==> src/rtl/atm_account_engine.sv <==
// Account table (PIN + balance) with lookup/authentication and a three-stage
// request sequencer: accept, check credentials, execute and report.
module atm_account_engine #(
  parameter int          NUM_ACCOUNTS = 10,
  parameter logic [15:0] PIN_BASE     = 16'h1000,
  parameter logic [31:0] INIT_BALANCE = 32'd1000
) (
  input  logic        i_clk,
  input  logic        i_rst,
  input  logic        i_start,
  input  logic [2:0]  i_operation,
  input  logic [3:0]  i_acc_num,
  input  logic [15:0] i_pin,
  input  logic [15:0] i_new_pin,
  input  logic [31:0] i_amount,
  output logic        o_acc_found,
  output logic        o_acc_auth,
  output logic [3:0]  o_acc_index,
  output logic        o_busy,
  output logic        o_done,
  output logic        o_success,
  output logic [31:0] o_balance
);

  // state   | meaning
  // S_IDLE  | waiting for start; request fields latched on acceptance
  // S_CHECK | register found/auth from the latched request
  // S_EXEC  | apply the operation, report success/balance, pulse done
  typedef enum logic [1:0] {S_IDLE, S_CHECK, S_EXEC} state_t;

  localparam logic [2:0] OP_BALANCE    = 3'd3;
  localparam logic [2:0] OP_WITHDRAW   = 3'd4;
  localparam logic [2:0] OP_DEPOSIT    = 3'd5;
  localparam logic [2:0] OP_CHANGE_PIN = 3'd6;
  localparam logic [3:0] LP_NUM        = 4'(NUM_ACCOUNTS);

  state_t      r_state, w_state_nxt;
  logic        w_accept, w_finish;

  logic [15:0] r_pin_tab [NUM_ACCOUNTS];
  logic [31:0] r_bal_tab [NUM_ACCOUNTS];

  logic [2:0]  r_op;
  logic [3:0]  r_acc;
  logic [15:0] r_pin, r_new_pin;
  logic [31:0] r_amount;
  logic        r_found, r_auth;
  logic [3:0]  r_idx;
  logic        r_done, r_success;
  logic [31:0] r_balance;

  logic        w_lat_found;
  logic [3:0]  w_lat_idx;
  logic [31:0] w_cur_bal;
  logic [32:0] w_sum;
  logic        w_ok, w_wr_bal, w_wr_pin;
  logic [31:0] w_new_bal, w_bal_out;

  // Live lookup against the current table, independent of the sequencer
  assign o_acc_found = (i_acc_num < LP_NUM);
  assign o_acc_index = o_acc_found ? i_acc_num : 4'd0;
  assign o_acc_auth  = o_acc_found && (i_pin == r_pin_tab[o_acc_index]);

  assign o_done    = r_done;
  assign o_success = r_success;
  assign o_balance = r_balance;

  always_ff @(posedge i_clk or posedge i_rst) begin
    if (i_rst) r_state <= S_IDLE;
    else       r_state <= w_state_nxt;
  end

  always_comb begin
    w_state_nxt = r_state;
    w_accept    = 1'b0;
    w_finish    = 1'b0;
    o_busy      = 1'b0;
    case (r_state)
      S_IDLE: begin
        if (i_start) begin
          w_accept    = 1'b1;
          w_state_nxt = S_CHECK;
        end
      end
      S_CHECK: begin
        o_busy      = 1'b1;
        w_state_nxt = S_EXEC;
      end
      S_EXEC: begin
        o_busy      = 1'b1;
        w_finish    = 1'b1;
        w_state_nxt = S_IDLE;
      end
      default: w_state_nxt = S_IDLE;
    endcase
  end

  always_ff @(posedge i_clk or posedge i_rst) begin
    if (i_rst) begin
      r_op      <= 3'd0;
      r_acc     <= 4'd0;
      r_pin     <= 16'd0;
      r_new_pin <= 16'd0;
      r_amount  <= 32'd0;
    end else if (w_accept) begin
      r_op      <= i_operation;
      r_acc     <= i_acc_num;
      r_pin     <= i_pin;
      r_new_pin <= i_new_pin;
      r_amount  <= i_amount;
    end
  end

  assign w_lat_found = (r_acc < LP_NUM);
  assign w_lat_idx   = w_lat_found ? r_acc : 4'd0;

  always_ff @(posedge i_clk or posedge i_rst) begin
    if (i_rst) begin
      r_found <= 1'b0;
      r_auth  <= 1'b0;
      r_idx   <= 4'd0;
    end else if (r_state == S_CHECK) begin
      r_found <= w_lat_found;
      r_auth  <= w_lat_found && (r_pin == r_pin_tab[w_lat_idx]);
      r_idx   <= w_lat_idx;
    end
  end

  assign w_cur_bal = r_bal_tab[r_idx];
  assign w_sum     = {1'b0, w_cur_bal} + {1'b0, r_amount};

  // A failed authentication leaves the reported balance untouched
  always_comb begin
    w_ok      = 1'b0;
    w_wr_bal  = 1'b0;
    w_wr_pin  = 1'b0;
    w_new_bal = w_cur_bal;
    w_bal_out = r_balance;
    if (r_found && r_auth) begin
      w_bal_out = w_cur_bal;
      case (r_op)
        OP_BALANCE: w_ok = 1'b1;
        OP_WITHDRAW: begin
          if (r_amount <= w_cur_bal) begin
            w_ok      = 1'b1;
            w_wr_bal  = 1'b1;
            w_new_bal = w_cur_bal - r_amount;
            w_bal_out = w_new_bal;
          end
        end
        OP_DEPOSIT: begin
          if (!w_sum[32]) begin
            w_ok      = 1'b1;
            w_wr_bal  = 1'b1;
            w_new_bal = w_sum[31:0];
            w_bal_out = w_new_bal;
          end
        end
        OP_CHANGE_PIN: begin
          if (r_new_pin != r_pin_tab[r_idx]) begin
            w_ok     = 1'b1;
            w_wr_pin = 1'b1;
          end
        end
        default: w_ok = 1'b0;
      endcase
    end
  end

  always_ff @(posedge i_clk or posedge i_rst) begin
    if (i_rst) begin
      for (int i = 0; i < NUM_ACCOUNTS; i++) begin
        r_pin_tab[i] <= PIN_BASE + 16'(i);
        r_bal_tab[i] <= INIT_BALANCE;
      end
    end else if (w_finish) begin
      if (w_wr_bal) r_bal_tab[r_idx] <= w_new_bal;
      if (w_wr_pin) r_pin_tab[r_idx] <= r_new_pin;
    end
  end

  always_ff @(posedge i_clk or posedge i_rst) begin
    if (i_rst) begin
      r_done    <= 1'b0;
      r_success <= 1'b0;
      r_balance <= 32'd0;
    end else begin
      r_done <= w_finish;
      if (w_finish) begin
        r_success <= w_ok;
        r_balance <= w_bal_out;
      end
    end
  end

endmodule

==> config.mk <==
export PLATFORM = sky130hd
export DESIGN_NAME = atm_account_engine
export DESIGN_NICKNAME = d
export VERILOG_FILES = /design/src/rtl/atm_account_engine.sv
export SDC_FILE = /design/constraint.sdc
export NUM_CORES = 2
export LEC_CHECK = 0
export BUFFER_PORTS_ARGS = -buffer_cell sky130_fd_sc_hd__buf_4
export CAP_MARGIN = 20
export CORE_ASPECT_RATIO = 0.75
export CORE_UTILIZATION = 35
export CTS_CLUSTER_SIZE = 8
export DETAILED_ROUTE_END_ITERATION = 12
export HOLD_SLACK_MARGIN = 0.05
export PLACE_DENSITY = 0.51
export SLEW_MARGIN = 20
export SYNTH_ARGS = -nofsm -noshare
export SYNTH_HDL_FRONTEND = slang
export SYNTH_SLANG_ARGS = --single-unit
export TNS_END_PERCENT = 50
==> constraint.sdc <==
create_clock -name i_clk -period 43.4 [get_ports i_clk]
set_input_delay 4.34 -clock i_clk [delete_from_list [all_inputs] [get_ports i_clk]]
set_output_delay 4.34 -clock i_clk [all_outputs]
set_load 0.05 [all_outputs]
==> summary.txt <==
Status
  • Outcome: complete, no violations

Worst setup path
  • Largest stage delay, worst path: 0.69 ns
  • WS Path Type: primary input to output port
  • Critical register-to-register path startpoint: r_idx[0]
  • Destination of the critical timing path: o_acc_auth
  • Family with the most delay on the worst path: simple AND/OR/NAND/NOR gates
  • Slack of the worst reg-to-reg path: 35.74 ns
  • Logic depth of the worst setup path including buffers: 12
  • Arrival time of the worst setup path: 7.89 ns
  • Largest fanout on the critical path: 27
  • Critical path startpoint: i_acc_num[2]
  • Required time of the worst setup path: 39.06 ns
  • Type of origin of the critical path: primary input
  • Cell-by-cell trace of the critical path: buf_4 -> o21ai_1 -> nand2_1 -> clkinv_1 -> a221oi_1 -> a211oi_1 -> nor3_1 -> xnor2_1 -> nor4_1 -> nand4_1 -> nor3_1 -> buf_4
  • Max stage delay cell, worst path: clkinv_1
  • Worst r2r dst: r_bal_tab[255]
  • Critical Path Sink Type: output port
  • Reg2Reg Depth: 16
  • Buffers plus inverters on the worst setup path: 3

Floorplanning
  • Die area: 97300 µm²
  • Initial core utilization: 0.353
  • Die boundary width: 360 µm
  • Number of primary I/O pins: 115
  • Core region area: 95200 µm²
  • Core Rows: 98
  • Overall die height: 270 µm

Route
  • DR WL/cell: 25.0 µm
  • Total routed wirelength: 116 mm
  • Number of detailed-route iterations in the first pass: 5
  • Post-route antenna net violation count: 0
  • Drt first-iter violations: 2880
  • DRC viols: 0
  • Routed via count: 26.7k
  • Vias/cell: 5.76

Final layout
  • Filler cell count in the final layout: 9341
  • Combined area of the multi-input logic cells: 17200 µm²
  • Fraction of the core area covered by cells at the end of the flow: 0.401
  • Layout net count: 3474
  • Ant diodes: 0
  • Sequential cell area in the final layout: 15000 µm²
  • Area growth from synthesis to final layout: 13.4%
  • Most used cells in the layout excluding fill and tap cells: dfrtp_1 (503), nand2_1 (318), a21oi_1 (299), o21ai_0 (280), nor2_1 (268)
  • Leading cell type in the layout, fill and taps excluded: dfrtp_1
  • Share of cells above drive strength 1: 0.232

Timing
  • Setup ws final: 31.17 ns
  • Measured slew at the worst slew-check pin: 1.29 ns
  • Worst-case headroom to the max-slew limit: 0.138
  • Hold Slack: 0.470 ns
  • Number of slew-limit violations in the final report: 0
  • Final setup violation count: 0
  • Worst clock skew: 0.0310 ns
  • RSZ-0062 raised after global routing: false
  • F_max: 0.0818 GHz
  • Final TNS setup: 0 ns
  • Final hold violation count: 0
  • Period utilization: 0.282
  • Final critical delay including setup and external delays: 12.23 ns

Yosys
  • Post-synthesis cell area: 33600 µm²
  • Top FF cell, synth: dfrtp_1
  • Count of cell types in the netlist: 84
  • Synth Instances: 3306
  • Top cells by area, synth: dfrtp_1 (38%), mux2_2 (7.2%), dfstp_2 (6.6%)
  • Syn. warnings: 0
  • Top cell type's share of synthesized area: 0.378
  • Syn Area/Cell: 10.2 µm²
  • Fraction of registers with async set/reset: 1.00
  • Sequential share of the synthesized area: 0.445
  • Cell taking the most area after synthesis: dfrtp_1
  • Number of flops mapped to enable cells by yosys: 0
  • Net Count, Synth: 3459
  • Synthesized flop and latch total: 593

Placed design
  • Setup slack at placement: 31.37 ns
  • Estimated wirelength of the detail-placed design: 79.8 mm
  • Final estimated routing congestion in global placement: 0.952
  • Buffers on Ports: 114

Global route
  • Wire length of the first global-routing pass: 175 mm
  • Routing usage on met1: 0.389
  • Grt met2 use: 0.309
  • Busiest layer in global routing: met1
  • Global router's overall resource usage: 0.237
  • Met3 Usage GRT: 0.0467
  • Global-route congestion overflow total: 0
  • Antenna violations before repair: 5
  • Pin count of the biggest net entering global routing: 156
  • Vias in the first global route: 25.5k

Pwr
  • VDD IR-drop max: 0.0319 mV
  • Internal power summed over all cells: 1.18 mW
  • Combinational cell fraction of total power: 0.319
  • Leakage dissipation: 16.2 nW
  • Switching Fraction: 0.384
  • Switching power total: 0.734 mW
  • Power density of the placed cells: 50.1 nW/µm²
  • Clock Power Share: 0.335
  • Sequential power share: 0.346

Clock tree
  • Level count of the clock H-tree: 3
  • Maximum buffer depth of the clock tree: 3
  • Clock input transition at the sequential cells of the worst setup and hold paths: 0.06 ns
  • Clock tree root buffer cell: clkbuf_16
  • Worst-skew pair later-pin latency: 0.65 ns
  • Hold_buf cts: 0
  • CTS Sinks: 593
  • Cts bufs inserted: 85
  • Cells resized by post-CTS repair: 0
  • Clock tree from TritonCTS: yes
  • Number of setup buffers added after CTS: 0

Min path
  • Startpoint of the worst hold path: r_bal_tab[5]
  • Worst min-delay path class: flip-flop to flip-flop

Run
  • Max-capacitance violation count: 0
## power by group through the flow
| stage | logic, mW | registers (mW) | clock network, mW |
|---|---|---|---|
| after floorplan | 0.437 | 0.625 | 0 |
| after global placement | 0.595 | 0.668 | 0 |
| after detailed placement | 0.595 | 0.668 | 0 |
| after CTS | 0.597 | 0.660 | 0.654 |
| after global routing | 0.646 | 0.668 | 0.675 |
| final | 0.609 | 0.661 | 0.641 |
## synth_stat cells, types with 7 or more instances
cell type	instances
o21ai_0	280
a211oi_1	19
xnor2_1	53
nor4_1	17
o21bai_1	14
buf_4	15
nand2_1	322
and3_1	20
buf_6	11
ha_1	77
mux2_2	216
inv_1	76
nand2b_1	14
nor2_1	272
a31oi_1	61
or2_2	11
clkbuf_1	163
nor3_1	40
o22ai_1	44
o31ai_1	8
mux4_2	85
nor2b_1	19
dfrtp_1	508
a22oi_1	45
mux2_4	30
xor2_1	26
buf_2	79
o2bb2ai_1	9
nand4_1	13
o21a_1	13
dfstp_2	85
a21oi_1	305
a21o_1	13
o221ai_1	7
a221oi_1	35
mux2i_1	138
nand3_1	25
and2_1	16
mux2_1	18
## metrics by stage
| stage | cell area (µm²) | cells | power, mW |
|---|---|---|---|
| 2_1_floorplan | 33600 | 3306 | 1.06 |
| 3_3_place_gp | 35500 | 4481 | 1.26 |
| 3_5_place_dp | 35600 | 4483 | 1.26 |
| 4_1_cts | 38100 | 4634 | 1.91 |
| 5_1_grt | 38100 | 4635 | 1.99 |
| 6_report | 38100 | 4635 | 1.91 |
## registers in the layout, indices dropped and copies added, names as in the netlist
name       count
r_bal_tab    320
r_pin_tab    160
o_balance     32
r_amount      32
r_new_pin     16
r_pin         16
r_acc          4
r_idx          4
r_op           3
r_state        2
o_done         1
o_success      1
r_auth         1
r_found        1
## final cells by class
| type | instances | share of cell area |
|---|---|---|
| repair buffers | 206 | 0.0412 |
| inverters | 81 | 0.00817 |
| multi-input cells | 2354 | 0.450 |
| clock buffers | 144 | 0.0624 |
| flip-flops and latches | 593 | 0.392 |
| well taps | 1250 | 0.0410 |
| clock inverters | 7 | 0.00433 |
## worst min-delay path: stages (launching register included)
cell     delay [ns]
dfstp_2        0.37
nand2_1        0.05
o21ai_1        0.05
## how the worst min path moves through the flow
stage	to	slack [ns]	cells after the start
floorplan	r_bal_tab[122]	0.44	2
global placement	r_bal_tab[5]	0.45	2
detailed placement	r_bal_tab[5]	0.46	2
CTS	r_bal_tab[5]	0.47	2
global route	r_bal_tab[5]	0.49	2
finish	r_bal_tab[5]	0.47	2
## kinds of logic (layout without fill, tap and decap cells)
| logic type | count (synthesis) | after routing | share of synthesized area |
|---|---|---|---|
| XOR/XNOR | 79 | 79 | 0.0206 |
| multiplexers | 487 | 487 | 0.190 |
| flip-flops | 593 | 593 | 0.445 |
| buffers and inverters | 359 | 438 | 0.0487 |
| adder cells (fa/ha/maj) | 79 | 79 | 0.0299 |
| AND/OR/NAND/NOR | 800 | 800 | 0.106 |
| AO/OA/AOI/OAI | 909 | 909 | 0.160 |
## per-layer routing
layer | wire, µm | vias to the layer above
met3 | 9490 | 149
met2 | 44900 | 1061
met4 | 2080 | 2
met5 | 13 | -
li1 | - | 11900
met1 | 59600 | 13500
No activity file was read; power rests on OpenSTA's default activity.
